**config.mk**
```make
export PLATFORM = sky130hd
export DESIGN_NAME = muldiv_ctrl
export DESIGN_NICKNAME = d
export VERILOG_FILES = /design/src/rtl/muldiv_ctrl.sv
export SDC_FILE = /design/constraint.sdc
export NUM_CORES = 1
export LEC_CHECK = 0
export ABC_CLOCK_PERIOD_IN_PS = 2400
export CAP_MARGIN = 20
export CORE_ASPECT_RATIO = 0.6
export CORE_MARGIN = 2
export CORE_UTILIZATION = 35
export DETAILED_ROUTE_END_ITERATION = 12
export PLACE_DENSITY = 0.81
export SKIP_LAST_GASP = 1
export SLEW_MARGIN = 5
export SYNTH_ARGS = -nofsm -noshare
export SYNTH_HDL_FRONTEND = slang
export SYNTH_SLANG_ARGS = --single-unit
export TNS_END_PERCENT = 1
```
**constraint.sdc**
```tcl
create_clock -name clk -period 2.4 [get_ports clk]
set_clock_uncertainty 0.15 [all_clocks]
set_input_delay 0.72 -clock clk [delete_from_list [all_inputs] [get_ports clk]]
set_output_delay 0.72 -clock clk [all_outputs]
set_load 0.01 [all_outputs]
```
**src/rtl/muldiv_ctrl.sv**
```systemverilog
// HI/LO multiply/divide sequencer for the EX stage: issues operands to an external multiplier or
// divider, stalls the pipeline until done, and writes HI/LO once. Optional: MULDIV_DIV0_FAST_EN.
module muldiv_ctrl #(
  parameter int unsigned MUL_LATENCY = 2
) (
  input  logic        clk,
  input  logic        resetn,
  input  logic        op_valid,
  input  logic [3:0]  op,
  input  logic [31:0] src_a,
  input  logic [31:0] src_b,
  input  logic        flush,
  input  logic        ex_adv,
  output logic        stallreq,
  output logic        hi_we,
  output logic        lo_we,
  output logic [31:0] hi_o,
  output logic [31:0] lo_o,
  output logic        mul_signed,
  output logic [31:0] mul_ina,
  output logic [31:0] mul_inb,
  input  logic [63:0] mul_result,
  output logic        div_start,
  output logic        div_signed,
  output logic        div_annul,
  output logic [31:0] div_opdata1,
  output logic [31:0] div_opdata2,
  input  logic        div_ready,
  input  logic [63:0] div_result
);

  typedef enum logic [1:0] {StIdle, StMulWait, StDivWait, StDone} state_e;

  localparam logic [2:0] CntLoad = 3'(MUL_LATENCY - 1);

  state_e      state_q, state_d;
  logic [2:0]  cnt_q, cnt_d;
  logic [31:0] a_q, a_d, b_q, b_d;
  logic [31:0] hi_q, hi_d, lo_q, lo_d;
  logic        sgn_q, sgn_d;

  logic req, is_mul, is_sgn, div0_fast, we, annul;
  logic in_mul, in_div;

  assign req = op_valid && (op != 4'b0000);

  // op is {mult, multu, div, divu}; the highest set bit wins.
  assign is_mul = op[3] | op[2];
  assign is_sgn = op[3] | (~op[2] & op[1]);

`ifdef MULDIV_DIV0_FAST_EN
  assign div0_fast = ~is_mul && (src_b == 32'h0);
`else
  assign div0_fast = 1'b0;
`endif

  always_comb begin
    state_d = state_q;
    cnt_d   = cnt_q;
    a_d     = a_q;
    b_d     = b_q;
    sgn_d   = sgn_q;
    hi_d    = hi_q;
    lo_d    = lo_q;
    we      = 1'b0;
    annul   = 1'b0;
    if (flush) begin
      state_d = StIdle;
      annul   = (state_q == StDivWait);
    end else begin
      unique case (state_q)
        StIdle: begin
          if (req) begin
            a_d   = src_a;
            b_d   = src_b;
            sgn_d = is_sgn;
            if (is_mul) begin
              state_d = StMulWait;
              cnt_d   = CntLoad;
            end else if (div0_fast) begin
              hi_d    = src_a;
              lo_d    = 32'hFFFF_FFFF;
              state_d = StDone;
            end else begin
              state_d = StDivWait;
            end
          end
        end
        StMulWait: begin
          if (cnt_q == 3'd0) begin
            hi_d    = mul_result[63:32];
            lo_d    = mul_result[31:0];
            state_d = StDone;
          end else begin
            cnt_d = cnt_q - 3'd1;
          end
        end
        StDivWait: begin
          if (div_ready) begin
            hi_d    = div_result[63:32];
            lo_d    = div_result[31:0];
            state_d = StDone;
          end
        end
        StDone: begin
          // Ignore op_valid here: EX still holds the finished instruction until ex_adv.
          if (ex_adv) begin
            we      = 1'b1;
            state_d = StIdle;
          end
        end
      endcase
    end
  end

  always_ff @(posedge clk) begin
    if (!resetn) begin
      state_q <= StIdle;
      cnt_q   <= 3'd0;
      a_q     <= 32'h0;
      b_q     <= 32'h0;
      sgn_q   <= 1'b0;
      hi_q    <= 32'h0;
      lo_q    <= 32'h0;
    end else begin
      state_q <= state_d;
      cnt_q   <= cnt_d;
      a_q     <= a_d;
      b_q     <= b_d;
      sgn_q   <= sgn_d;
      hi_q    <= hi_d;
      lo_q    <= lo_d;
    end
  end

  // Every combinational output is forced low while reset is held.
  assign in_mul = resetn && (state_q == StMulWait);
  assign in_div = resetn && (state_q == StDivWait);

  assign stallreq = resetn && ((state_q == StIdle && req && !flush) ||
                               state_q == StMulWait || state_q == StDivWait);

  assign hi_we = resetn && we;
  assign lo_we = resetn && we;
  assign hi_o  = hi_q;
  assign lo_o  = lo_q;

  assign mul_signed = in_mul && sgn_q;
  assign mul_ina    = in_mul ? a_q : 32'h0;
  assign mul_inb    = in_mul ? b_q : 32'h0;

  assign div_start   = in_div;
  assign div_signed  = in_div && sgn_q;
  assign div_opdata1 = in_div ? a_q : 32'h0;
  assign div_opdata2 = in_div ? b_q : 32'h0;
  assign div_annul   = resetn && annul;

endmodule

```
==> flow_summary.yaml, run 1 <==
sta:
  hold_ws_ns: 0.3106
  hold_violations: 0
  relSlewSlack: 0.5114
  setup_ws_ns: -0.3102
  rsz0062_at_grt: "true"
  report.final.slew_viol_count: 0
  min_period_over_period: 1.129
  worst_pin_slew_ns: 0.7329
  final-setup-viol-count: 118
  fmaxAchievable_ghz: 0.3690
  min_period_ns: 2.710
synthesis:
  ys.flop_type: "dfxtp_1"
  seq_area_frac_synth: 0.3943
  netlist.area_leader.share: 0.3943
  avgSynthCellArea_um2: 8.666
  synth_commonest_cells: "202 x nand2_1, 134 x dfxtp_1, 132 x and3_1, 67 x mux2i_1, 66 x o211a_1"
  synth-edff-count: 0
  syn-num-nets: 994
  synth-seq-cells: 134
  yosysWarnings: 0
  netlist_instances: 785
  netlist_area_mm2: 0.006803
  yosysTopAreaCell: "dfxtp_1"
  ys_types: 31
  ys_async_sr_fraction: 0
  synthTopCellsByArea: "dfxtp_1 39%, and3_1 12%, nand2_1 11%"
  synth_most_common_cell: "nand2_1"
clock_tree:
  clock_latency_ns: 0.40
  root_buffer: "clkbuf_16"
  cts_buffer_depth: 2
  cts_sinks: 134
  numCtsBuffers: 17
  cts_max_level: 4
  path_clk_slew_ns: 0.06
  cts_tree: "built"
cells_and_area:
  area_growth_pct: 79.03
  ff_latch_area_mm2: 0.002690
  multi_input_area_mm2: 0.003741
  fin_area_mm2: 0.01218
  layoutNonFillerInstCount: 1454
  drive_gt1_frac: 0.1184
  final_core_util: 0.6400
  nets: 1404
  n_fill_cell: 1602
  diodes: 0
detailed_routing:
  routedWlPerCell_um: 17.20
  routed_wl_um: 25010
  drt_iter0_drc: 347
  viasPerCell: 4.935
  ant_nets: 0
  drcViolationCount: 0
  num_vias: 7175
  drtPass1Iterations: 4
hold_path:
  min-delay-start: "a_q[26]$_SDFFE_PN0P_"
  hold-path-cell-count: 2
  holdPathEnd: "a_q[26]$_SDFFE_PN0P_"
  hold_path.class: "reg2reg"
floorplan:
  start_util: 0.3575
  die_h_um: 112.0
  rows: 39
  ios: 401
  die-area_mm2: 0.02060
  core-area_mm2: 0.01903
  dieWidth_um: 184.0
setup_path:
  worst_setup_path_end_kind: "output port"
  critPathMaxStageDelay_ns: 0.34
  crit_slowest_cell: "o41ai_4"
  worst-path-max-fanout: 3
  path_delay_family: "compound AO/OA/AOI/OAI gates"
  rrSetupSlack_ns: 0.05
  path_cells: "dlygate4sd2_1, o41ai_4, nor3b_4, o31a_1, buf_2"
  cp-start-kind: "primary input"
  critPathBufInv: 2
  worstReg2RegStart: "state_q[0]$_SDFFE_PP0P_"
  critPathKind: "in2out"
  required_ns: 1.53
  startpoint: "op[1]"
  cp.arrival_ns: 1.84
  ff2ff_path_depth: 10
  timing.rr.end: "lo_o[3]$_SDFFE_PN0P_"
run:
  max_cap_violations: 0
pwr:
  vdd_ir_drop_max_uv: 410.0
  powerDensity_mw_per_mm2: 526.4
  leakage_uw: 0.007007
global_routing:
  grt_pass1_wl_um: 37290
  grt_remaining_overflow: 0
  antenna_found_initial: 0
  grt_usage: 0.2304
  grt_pass1_vias: 6856
  grt_max_degree: 67
placement:
  placed_area_mm2: 0.01135
  placed_cells_incl_taps: 1405
  place_congestion: 0.8594
  dpl.hpwl_um: 18200
  pre_cts_slack_ns: -0.9711
  portBuffers: 400
status:
  violations: "setup timing"
  status: "complete, but fails checks"
through the flow:
stage,TNS (ns),total power [µW]
after floorplan,-8.072,2921
after global placement,-77.60,3587
after detailed placement,-79.77,3615
after CTS,-45.86,6479
after global routing,-33.67,6691
final,-22.72,6411
worst reg2reg max path: stages (launching register included):
cell and delay (ns):
dfxtp_4 0.38, inv_4 0.05, ha_4 0.20, buf_12 0.15
buf_4 0.17, nor2b_1 0.18, a2111oi_4 0.41, buf_4 0.23
buf_12 0.16, nand2_1 0.06, o211a_1 0.12
repair_timing:
action / in CTS / in global routing
resized for setup: 97 / 108
hold buffers: 0 / 0
setup endpoints to repair: 135 / 200
cloned: 3 / 1
pin swaps: 4 / 3
setup buffers: 4 / 9
state kept, by name, summed over array words and instances (netlist names):
register / count
a_q: 32
b_q: 32
hi_o: 32
lo_o: 32
cnt_q: 3
state_q: 2
sgn_q: 1
cell usage in the layout (no fill, tap or decap), types with 18 or more instances in the layout:
cell             Yosys  final
clkdlybuf4s50_1      0    258
nand2_1            202    202
dfxtp_1            134    132
and3_1             132    130
mux2i_1             67     67
o211a_1             66     66
dlygate4sd2_1        0     61
dlymetal6s2s_1       0     55
buf_4               20     53
a21boi_1            44     44
a21boi_0            20     20
clkbuf_2             0     20
clkbuf_16            0     18
worst max-delay path by stage:
stage | to | slack [ns] | cells past startpoint
after floorplan | stallreq | -0.1 | 4
after global placement | stallreq | -0.97 | 5
after detailed placement | stallreq | -0.97 | 5
after CTS | div_opdata2[2] | -0.44 | 5
after global routing | stallreq | -0.34 | 5
final | stallreq | -0.31 | 5
area by class of cell:
cell class                 count  share of cell area
clock buffer                  18             0.03524
clock inverter                14             0.01623
inverter                       7            0.002363
multi-input combinational    562              0.3072
sequential                   134              0.2209
tap                          246             0.02527
timing repair buffer         473              0.3928
metal layers:
layer,GRT usage,share of wire,routed length (µm)
met4,0.05440,0.012,293
met2,0.3902,0.49,12130
met1,0.2890,0.43,10690
met3,0.06771,0.076,1895
met5,0,0,0
logic make-up (layout without fill, tap and decap cells):
family	Yosys count	in the layout	synth area share
multiplexers	69	69	0.1019
AND/OR/NAND/NOR	347	347	0.2459
buffers and inverters	89	512	0.06382
adder cells (fa/ha/maj)	7	7	0.01287
flip-flops	134	134	0.3943
AO/OA/AOI/OAI	139	139	0.1812
report_power, final:
part,switching (µW),internal (µW)
Sequential,80.1,2350
Clock,1050,1750
Combinational,468,700
Total,1600,4810
Power figures use the tool's default switching activity.
==> inputs of run 2 (changes only) <==
--- a/config.mk
+++ b/config.mk
@@ -12,6 +12,7 @@
 export CORE_UTILIZATION = 35
 export DETAILED_ROUTE_END_ITERATION = 12
 export PLACE_DENSITY = 0.81
+export SKIP_CTS_REPAIR_TIMING = 1
 export SKIP_LAST_GASP = 1
 export SLEW_MARGIN = 5
 export SYNTH_ARGS = -nofsm -noshare
==> flow_summary.yaml, run 2 (synthesized netlist as in run 1, its figures left out) <==
cells_and_area:
  layout_common_cells: "258 x clkdlybuf4s50_1, 202 x nand2_1, 132 x dfxtp_1"
  n_fill_cell: 1507
  final_core_util: 0.6652
  mostFrequentLayoutCell: "clkdlybuf4s50_1"
  layoutNonFillerInstCount: 1466
  diodes: 0
  nets: 1416
  drive_gt1_frac: 0.1230
  area_growth_pct: 86.09
clock_tree:
  cts_sinks: 134
  cts_tree: "built"
  clock_latency_ns: 0.40
  cts_max_level: 4
  cts_buffer_depth: 2
  path_clk_slew_ns: 0.05
  root_buffer: "clkbuf_16"
  numCtsBuffers: 17
detailed_routing:
  viasPerCell: 5.026
  drcViolationCount: 0
  drtPass1Iterations: 7
  num_vias: 7368
  routed_wl_um: 26450
  ant_nets: 0
  routedWlPerCell_um: 18.04
  drt_iter0_drc: 418
global_routing:
  antenna_found_initial: 0
  grt_pass1_vias: 6774
  grt_max_degree: 67
  grt_pass1_wl_um: 36450
  grt_usage: 0.2238
  grt_remaining_overflow: 0
sta:
  report.final.slew_viol_count: 0
  worst_pin_slew_ns: 0.7246
  fmaxAchievable_ghz: 0.3754
  final-setup-viol-count: 180
  min_period_over_period: 1.110
  min_period_ns: 2.664
  hold_violations: 0
  relSlewSlack: 0.5170
  rsz0062_at_grt: "true"
  setup_ws_ns: -0.2640
status:
  status: "complete, but fails checks"
  violations: "setup timing"
hold_path:
  hold_path.class: "reg2reg"
pwr:
  vdd_ir_drop_max_uv: 417.9
  leakage_uw: 0.008047
  powerDensity_mw_per_mm2: 511.5
floorplan:
  die-area_mm2: 0.02060
  die_h_um: 112.0
  core-area_mm2: 0.01903
  rows: 39
  dieWidth_um: 184.0
  start_util: 0.3575
  ios: 401
setup_path:
  worst-path-max-fanout: 3
  ff2ff_path_depth: 12
  timing.rr.end: "lo_o[9]$_SDFFE_PN0P_"
  worstReg2RegStart: "state_q[0]$_SDFFE_PP0P_"
  rrSetupSlack_ns: -0.11
  worst_setup_path_end_kind: "output port"
  required_ns: 1.53
  cp.arrival_ns: 1.79
  cp-endpoint: "stallreq"
  startpoint: "op[2]"
  cp-start-kind: "primary input"
  critPathKind: "in2out"
placement:
  dpl.hpwl_um: 18200
  portBuffers: 400
  placed_cells_incl_taps: 1405
  place_congestion: 0.8594
run:
  max_cap_violations: 0
-- run 2: cell count changes in the layout (fill, tap and decap cells not counted), moves of 4 or more --
cell,delta
dlymetal6s2s_1,+69
dlygate4sd2_1,-61
buf_6,+11
clkbuf_2,-9
buf_4,-4
buf_8,+4
clkbuf_16,+4
-- run 2: area by class of cell --
| cell class | count | area [µm²] | share of cell area |
|---|---|---|---|
| repair buffers | 485 | 5255 | 0.4151 |
| multi-input cells | 562 | 3749 | 0.2961 |
| flip-flops and latches | 134 | 2690 | 0.2125 |
| clock buffers | 18 | 429.2 | 0.03390 |
| well taps | 246 | 307.8 | 0.02431 |
| clock inverters | 14 | 197.7 | 0.01562 |
| inverters | 7 | 31.28 | 0.002471 |
-- run 2: per-layer routing --
| metal | part of all wire | GRT usage |
|---|---|---|
| met5 | 0 | 0 |
| met4 | 0.013 | 0.05227 |
| met3 | 0.077 | 0.06608 |
| met2 | 0.48 | 0.3801 |
| met1 | 0.43 | 0.2800 |
-- run 2: power by group --
part | switching (µW) | internal [µW]
registers | 80.3 | 2350
logic | 493 | 731
clock network | 1060 | 1760
total | 1640 | 4840
-- run 2: how the worst min path moves through the flow --
stage                          start                    end  slack [ns]  cells after the start
3_3_place_gp   cnt_q[1]$_SDFFE_PN0P_  cnt_q[1]$_SDFFE_PN0P_        0.30                      2
6_report         a_q[5]$_SDFFE_PN0P_    a_q[5]$_SDFFE_PN0P_        0.31                      2
5_1_grt         b_q[31]$_SDFFE_PN0P_   b_q[31]$_SDFFE_PN0P_        0.33                      2
2_1_floorplan  cnt_q[1]$_SDFFE_PN0P_  cnt_q[1]$_SDFFE_PN0P_        0.28                      2
3_5_place_dp    a_q[26]$_SDFFE_PN0P_   a_q[26]$_SDFFE_PN0P_        0.30                      2
4_1_cts         a_q[26]$_SDFFE_PN0P_   a_q[26]$_SDFFE_PN0P_        0.31                      2
-- run 2: metrics by stage --
stage	instance area, µm²	total power, µW	setup TNS [ns]	setup WS [ns]	hold WS [ns]
2_1_floorplan	6819	2921	-8.072	-0.09555	0.2847
3_3_place_gp	11350	3587	-77.60	-0.9670	0.2951
3_5_place_dp	11350	3615	-79.77	-0.9711	0.3028
4_1_cts	11980	6453	-70.67	-0.9849	0.3113
5_1_grt	12660	6744	-36.59	-0.3286	0.3283
6_report	12660	6476	-23.21	-0.2640	0.3115
-- run 2: worst max-delay path, cell delays in order --
cell and delay (ns):
clkbuf_2 0.11, o41ai_4 0.45, nor3b_4 0.10, o31a_1 0.27
buf_2 0.14
